### src/rtl/alarme_siren_ctrl.sv
// Alarm siren back end: qualifies alarm_in, latches an alarm, blinks the
// siren, steady lamp, ack/silence with re-sound, holdoff, saturating count.
// Ports:
//   clk, rst (sync, active high), alarm_in, arm, ack  -- inputs
//   siren, lamp (registered), state_o[2:0], event_count[CNT_W-1:0]
module alarme_siren_ctrl #(
  parameter int QUAL_CYCLES    = 4,
  parameter int BLINK_HALF     = 8,
  parameter int SILENCE_CYCLES = 32,
  parameter int HOLDOFF_CYCLES = 16,
  parameter int CNT_W          = 8
) (
  input  logic             clk,
  input  logic             rst,
  input  logic             alarm_in,
  input  logic             arm,
  input  logic             ack,
  output logic             siren,
  output logic             lamp,
  output logic [2:0]       state_o,
  output logic [CNT_W-1:0] event_count
);

  typedef enum logic [2:0] {
    S_IDLE  = 3'd0,
    S_QUAL  = 3'd1,
    S_ALARM = 3'd2,
    S_SIL   = 3'd3,
    S_HOLD  = 3'd4
  } state_t;

  localparam logic [CNT_W-1:0] QUAL_LAST  = CNT_W'(QUAL_CYCLES - 1);
  localparam logic [CNT_W-1:0] BLINK_LAST = CNT_W'(BLINK_HALF - 1);
  localparam logic [CNT_W-1:0] SIL_LAST   = CNT_W'(SILENCE_CYCLES - 1);
  localparam logic [CNT_W-1:0] HOLD_LAST  = CNT_W'(HOLDOFF_CYCLES - 1);
  localparam logic [CNT_W-1:0] CNT_MAX    = {CNT_W{1'b1}};
  localparam logic [CNT_W-1:0] ONE        = CNT_W'(1);

  state_t           state_q, state_d;
  logic [CNT_W-1:0] timer_q, timer_d;
  logic [CNT_W-1:0] blink_q, blink_d;
  logic [CNT_W-1:0] count_q, count_d;
  logic             siren_q, siren_d;
  logic             lamp_q, lamp_d;
  // new_event: counted alarm entry; blink_start: restart blink phase
  logic             new_event;
  logic             blink_start;

  always_ff @(posedge clk) begin
    if (rst) begin
      state_q <= S_IDLE;
      timer_q <= '0;
      blink_q <= '0;
      count_q <= '0;
      siren_q <= 1'b0;
      lamp_q  <= 1'b0;
    end else begin
      state_q <= state_d;
      timer_q <= timer_d;
      blink_q <= blink_d;
      count_q <= count_d;
      siren_q <= siren_d;
      lamp_q  <= lamp_d;
    end
  end

  always_comb begin
    state_d     = state_q;
    timer_d     = timer_q;
    new_event   = 1'b0;
    blink_start = 1'b0;
    if (!arm) begin
      state_d = S_IDLE;
      timer_d = '0;
    end else begin
      unique case (state_q)
        S_IDLE: begin
          if (alarm_in) begin
            if (QUAL_CYCLES == 1) begin
              state_d     = S_ALARM;
              timer_d     = '0;
              new_event   = 1'b1;
              blink_start = 1'b1;
            end else begin
              state_d = S_QUAL;
              timer_d = ONE;
            end
          end
        end
        S_QUAL: begin
          if (!alarm_in) begin
            state_d = S_IDLE;
            timer_d = '0;
          end else if (timer_q == QUAL_LAST) begin
            state_d     = S_ALARM;
            timer_d     = '0;
            new_event   = 1'b1;
            blink_start = 1'b1;
          end else begin
            timer_d = timer_q + ONE;
          end
        end
        S_ALARM: begin
          if (ack) begin
            state_d = S_SIL;
            timer_d = '0;
          end
        end
        S_SIL: begin
          if (ack) begin
            timer_d = '0;
          end else if (timer_q == SIL_LAST) begin
            timer_d = '0;
            if (alarm_in) begin
              // re-sound: blink restarts, not a new event
              state_d     = S_ALARM;
              blink_start = 1'b1;
            end else begin
              state_d = S_HOLD;
            end
          end else begin
            timer_d = timer_q + ONE;
          end
        end
        S_HOLD: begin
          if (timer_q == HOLD_LAST) begin
            state_d = S_IDLE;
            timer_d = '0;
          end else begin
            timer_d = timer_q + ONE;
          end
        end
        default: begin
          state_d = S_IDLE;
          timer_d = '0;
        end
      endcase
    end
  end

  always_comb begin
    lamp_d  = (state_d == S_ALARM) || (state_d == S_SIL);
    count_d = count_q;
    if (new_event && (count_q != CNT_MAX))
      count_d = count_q + ONE;
    siren_d = 1'b0;
    blink_d = '0;
    if (state_d == S_ALARM) begin
      if (blink_start) begin
        siren_d = 1'b1;
      end else if (blink_q == BLINK_LAST) begin
        siren_d = !siren_q;
      end else begin
        blink_d = blink_q + ONE;
        siren_d = siren_q;
      end
    end
  end

  assign siren       = siren_q;
  assign lamp        = lamp_q;
  assign state_o     = state_q;
  assign event_count = count_q;

endmodule

### config.mk
export PLATFORM = sky130hd
export DESIGN_NAME = alarme_siren_ctrl
export DESIGN_NICKNAME = d
export VERILOG_FILES = /design/src/rtl/alarme_siren_ctrl.sv
export SDC_FILE = /design/constraint.sdc
export NUM_CORES = 1
export LEC_CHECK = 0
export ABC_CLOCK_PERIOD_IN_PS = 2810
export CAP_MARGIN = 20
export CORE_MARGIN = 5
export CORE_UTILIZATION = 33
export CTS_CLUSTER_SIZE = 24
export DETAILED_ROUTE_END_ITERATION = 16
export GPL_TIMING_DRIVEN = 0
export PLACE_DENSITY = 0.59
export SYNTH_ARGS = -nofsm -noshare
export SYNTH_HDL_FRONTEND = slang
export SYNTH_SLANG_ARGS = --single-unit
### constraint.sdc
create_clock -name clk -period 2.81 [get_ports clk]
set_input_delay 0.843 -clock clk [delete_from_list [all_inputs] [get_ports clk]]
set_output_delay 0.843 -clock clk [all_outputs]
set_load 0.01 [all_outputs]
==> report_table.html <==
<table>
<tr><th>Metric</th><th>Value</th></tr>
<tr><th colspan="2">Outcome</th></tr>
<tr><td>Run status</td><td>finished clean</td></tr>
<tr><th colspan="2">Yosys</th></tr>
<tr><td>Most frequently used flop master after synthesis</td><td>dfxtp_1</td></tr>
<tr><td>Post-Synthesis Cell Area</td><td>approximately 0.0016 mm2</td></tr>
<tr><td>Warnings, synthesis</td><td>0</td></tr>
<tr><td>Post-Syn Area per Cell</td><td>just under 9 um2</td></tr>
<tr><td>Number of synthesized flops with an enable pin</td><td>0</td></tr>
<tr><td>Share of async-settable or async-resettable flops after synthesis</td><td>0%</td></tr>
<tr><td>Number of storage elements in the synthesis netlist</td><td>29</td></tr>
<tr><td>Post-synthesis net count</td><td>191</td></tr>
<tr><td>Post-synthesis cell count</td><td>approximately 180</td></tr>
<tr><td>Part of the Yosys area used for sequential elements</td><td>35.53%</td></tr>
<tr><td>Post-synthesis cell type count</td><td>51</td></tr>
<tr><th colspan="2">Timing</th></tr>
<tr><td>Maximum clock frequency</td><td>about 410 MHz</td></tr>
<tr><td>Final worst hold slack</td><td>0.5142 ns</td></tr>
<tr><td>Final setup skew</td><td>0.006991 ns</td></tr>
<tr><td>Min cycle time layout</td><td>between 2 and 2.5 ns</td></tr>
<tr><td>Worst slew margin relative to its limit</td><td>about two fifths</td></tr>
<tr><td>Setup Total Neg Slack</td><td>0 ns</td></tr>
<tr><td>Number of hold-slack violations in the final timing report</td><td>0</td></tr>
<tr><td>Final number of max-transition violations</td><td>0</td></tr>
<tr><td>Slack of the critical path</td><td>about 0.36 ns</td></tr>
<tr><td>Transition time of the tightest slew-check pin</td><td>between 0.9 and 1 ns</td></tr>
<tr><td>Total setup violations reported at the end of the flow</td><td>0</td></tr>
<tr><td>Part of the cycle the worst path needs</td><td>~87%</td></tr>
<tr><td>Setup repair after global routing missed its margin</td><td>false</td></tr>
<tr><th colspan="2">Placement</th></tr>
<tr><td>Number of port buffers</td><td>16</td></tr>
<tr><td>HPWL after detailed placement</td><td>~2400 um</td></tr>
<tr><td>Gpl congestion</td><td>about 0.8</td></tr>
<tr><td>Pre-CTS setup slack</td><td>approximately 0.07 ns</td></tr>
<tr><td>Count of placed standard cells including taps</td><td>about 270</td></tr>
<tr><th colspan="2">Route</th></tr>
<tr><td>Met1 layer wirelength in the final routing</td><td>about 1500 um</td></tr>
<tr><td>Average wire per standard cell</td><td>~12 um</td></tr>
<tr><td>Detailed-routed wire length on met3</td><td>between 100 and 150 um</td></tr>
<tr><td>Highest signal layer in the routed design</td><td>met4</td></tr>
<tr><td>DRT Pass-1 Iters</td><td>4</td></tr>
<tr><td>Total wire length</td><td>between 3000 and 4000 um</td></tr>
<tr><td>Routed wire length on met2</td><td>roughly 1400 um</td></tr>
<tr><td>DRC marker count from the first detailed-route iteration</td><td>36</td></tr>
<tr><td>Total number of vias</td><td>around 1.3k</td></tr>
<tr><td># DRC</td><td>0</td></tr>
<tr><td>Post-detailed-route via-to-cell ratio</td><td>slightly below 5</td></tr>
<tr><td>Final antenna-violating net count</td><td>0</td></tr>
<tr><th colspan="2">Power</th></tr>
<tr><td>Power density over cell area</td><td>approximately 420 mW/mm2</td></tr>
<tr><td>Leakage dissipation</td><td>between 0.0006 and 0.0007 uW</td></tr>
<tr><td>Worst IR Drop VDD</td><td>0.0001631 V</td></tr>
<tr><th colspan="2">Global route</th></tr>
<tr><td>Vias in the first global route</td><td>approximately 1.2k</td></tr>
<tr><td>GRT Util Overall</td><td>between 10% and 20%</td></tr>
<tr><td>Grt total ovfl</td><td>0</td></tr>
<tr><td>Pin count of the biggest net entering global routing</td><td>11</td></tr>
<tr><td>Wire length of the first global-routing pass</td><td>5706 um</td></tr>
<tr><td>Number of antenna violations at the first check in global routing</td><td>0</td></tr>
<tr><th colspan="2">Worst setup path</th></tr>
<tr><td>Required time of the worst setup path</td><td>~3.0 ns</td></tr>
<tr><td>Type of the setup path with the least slack</td><td>in2reg</td></tr>
<tr><td>FF-to-FF setup slack</td><td>between 0.8 and 0.9 ns</td></tr>
<tr><td>Launch point of the worst reg-to-reg path</td><td>timer_q[0]$_SDFFE_PP0P_</td></tr>
<tr><td>Endpoint class of the critical path</td><td>register</td></tr>
<tr><td>CP Launch Point</td><td>alarm_in</td></tr>
<tr><td>Setup crit start kind</td><td>input pin</td></tr>
<tr><td>WP data arrival</td><td>between 2 and 3 ns</td></tr>
<tr><td>Highest fanout seen on the critical path</td><td>7</td></tr>
<tr><th colspan="2">Die</th></tr>
<tr><td>Effective utilization at floorplan</td><td>about 34%</td></tr>
<tr><td>Chip height</td><td>about 80 um</td></tr>
<tr><td>Die Footprint</td><td>~0.0065 mm2</td></tr>
<tr><td>Cell Rows</td><td>25</td></tr>
<tr><td>Die boundary width</td><td>80.37 um</td></tr>
<tr><td>Std-Cell Core Area</td><td>between 0.004 and 0.005 mm2</td></tr>
<tr><td>I/O pins</td><td>18</td></tr>
<tr><th colspan="2">Finish</th></tr>
<tr><td>Share of post-route cells with drive strength above 1</td><td>roughly 15%</td></tr>
<tr><td>Area growth from synthesis to layout</td><td>21.13%</td></tr>
<tr><td>Final std cells w/o fill</td><td>~270</td></tr>
<tr><td>Fill count</td><td>around 500</td></tr>
<tr><td>Layout net count</td><td>around 210</td></tr>
<tr><td>Inserted Diodes</td><td>0</td></tr>
<tr><th colspan="2">Clock network</th></tr>
<tr><td>Clock edge transition at the registers on the reported setup and hold paths</td><td>0.06 ns</td></tr>
<tr><td>Skew-Pair Late Insertion Delay</td><td>slightly below 0.3 ns</td></tr>
<tr><td>CTS H-Tree Depth</td><td>2</td></tr>
<tr><td>Post-CTS Setup Repair Bufs</td><td>0</td></tr>
<tr><td>Inserted Clock Buffers</td><td>5</td></tr>
<tr><td>Post-cts sizing count</td><td>0</td></tr>
<tr><td>Number of clock sinks seen by CTS</td><td>29</td></tr>
<tr><td>CTS root buffer</td><td>clkbuf_8</td></tr>
<tr><td>Clock tree from TritonCTS</td><td>yes</td></tr>
<tr><td>Hold-fix buffer count after cts</td><td>0</td></tr>
<tr><td>Buffers from clock root to sink, at most</td><td>2</td></tr>
<tr><th colspan="2">Hold path</th></tr>
<tr><td>Min-delay worst type</td><td>reg2reg</td></tr>
<tr><td>Worst Hold Launch</td><td>event_count[1]$_SDFFE_PP0P_</td></tr>
<tr><th colspan="2">Run</th></tr>
<tr><td>Max-Cap Viols</td><td>0</td></tr>
</table>
## cell type report
class	count	area [um2]	area share, %
tap	67	83.83	4.235
multi-input combinational	146	1006	50.82
clock inverter	1	5.005	0.2528
sequential	29	580.6	29.33
buffer	6	40.04	2.023
inverter	2	7.507	0.3793
clock buffer	7	96.34	4.867
timing repair buffer	16	160.2	8.091
## worst paths after layout
| check | end | cells after the start |
|---|---|---|
| setup / recovery | timer_q[7]$_SDFFE_PP0P_ | 6 |
| hold / removal | event_count[1]$_SDFFE_PP0P_ | 2 |
| setup reg to reg | blink_q[0]$_SDFF_PP0_ | 6 |
| hold reg to reg | event_count[1]$_SDFFE_PP0P_ | 2 |
## sequential cells by signal (all words and copies together) (netlist names)
signal	flops
timer_q	8
siren	1
lamp	1
state_o	3
event_count	8
blink_q	8
## worst max-delay path, stage by stage
cell and delay, ns:
clkdlybuf4s50_1 0.57, and4bb_2 0.33, a21bo_4 0.27, a31oi_4 0.22, or3b_1 0.37, nand3_1 0.07
## metrics by stage
stage,cell area [um2],utilization (%),total power (uW)
after floorplan,1634,-,443.6
after global placement,1878,39.50,457.2
after detailed placement,1878,39.50,457.0
after CTS,1979,41.63,848.1
after global routing,1979,41.63,871.2
final,1979,41.63,831.4
## kinds of logic (layout without fill, tap and decap cells)
| kind of cell | after synthesis | after routing | synth area share [%] |
|---|---|---|---|
| simple gates | 99 | 99 | 35.91 |
| fa+ha+maj | 3 | 3 | 2.297 |
| mux | 4 | 4 | 2.450 |
| compound gates | 27 | 27 | 13.94 |
| xor+xnor | 13 | 13 | 6.968 |
| flops | 29 | 29 | 35.53 |
| buf+inv | 8 | 32 | 2.909 |
## synth_stat cells (3+ instances only)
cell       n  area [um2]
a21oi_1    4       20.02
dfxtp_1   29       580.6
ha_1       3       37.54
mux2i_1    4       40.04
nand2_1   20       75.07
nand2b_1   4       25.02
nand3_1   16       80.08
nor2_1    25       93.84
nor3_1     6       30.03
nor4_2     3       37.54
o21ai_0    4       20.02
xnor2_1    8       70.07
xor2_1     5       43.79
## power by group
part	total, uW	switching, uW	leakage, uW	internal (uW)
registers	414	1.23	0.000234	413
clock network	383	162	0.0000542	221
logic	34.2	20.3	0.000378	13.9
total	831	184	0.000666	647
## layout by cell type, fill, tap and decap left out, types with 2 or more instances in the layout
master	netlist	routed
dfxtp_1	29	29
nor2_1	25	25
nand2_1	20	20
nand3_1	16	16
clkdlybuf4s50_1	0	16
xnor2_1	8	8
clkbuf_8	0	7
nor3_1	6	6
xor2_1	5	5
o21ai_0	4	4
a21oi_1	4	4
mux2i_1	4	4
nand2b_1	4	4
nor4_2	3	3
ha_1	3	3
buf_2	2	2
and4bb_2	2	2
nor3_2	2	2
nor3b_1	2	2
buf_4	2	2
nor2b_1	2	2
a21boi_0	2	2
a31oi_1	2	2
a311oi_1	2	2
inv_1	2	2
o31ai_1	2	2
nand4_1	2	2
and3_1	2	2
or2_1	2	2
## metal layers
layer	track usage (%)	up-vias
met4	7.095	0
met3	2.466	6
met1	15.12	612
li1	-	703
met5	0	-
met2	16.89	20
Note: power is estimated with default switching activity, not from simulation.
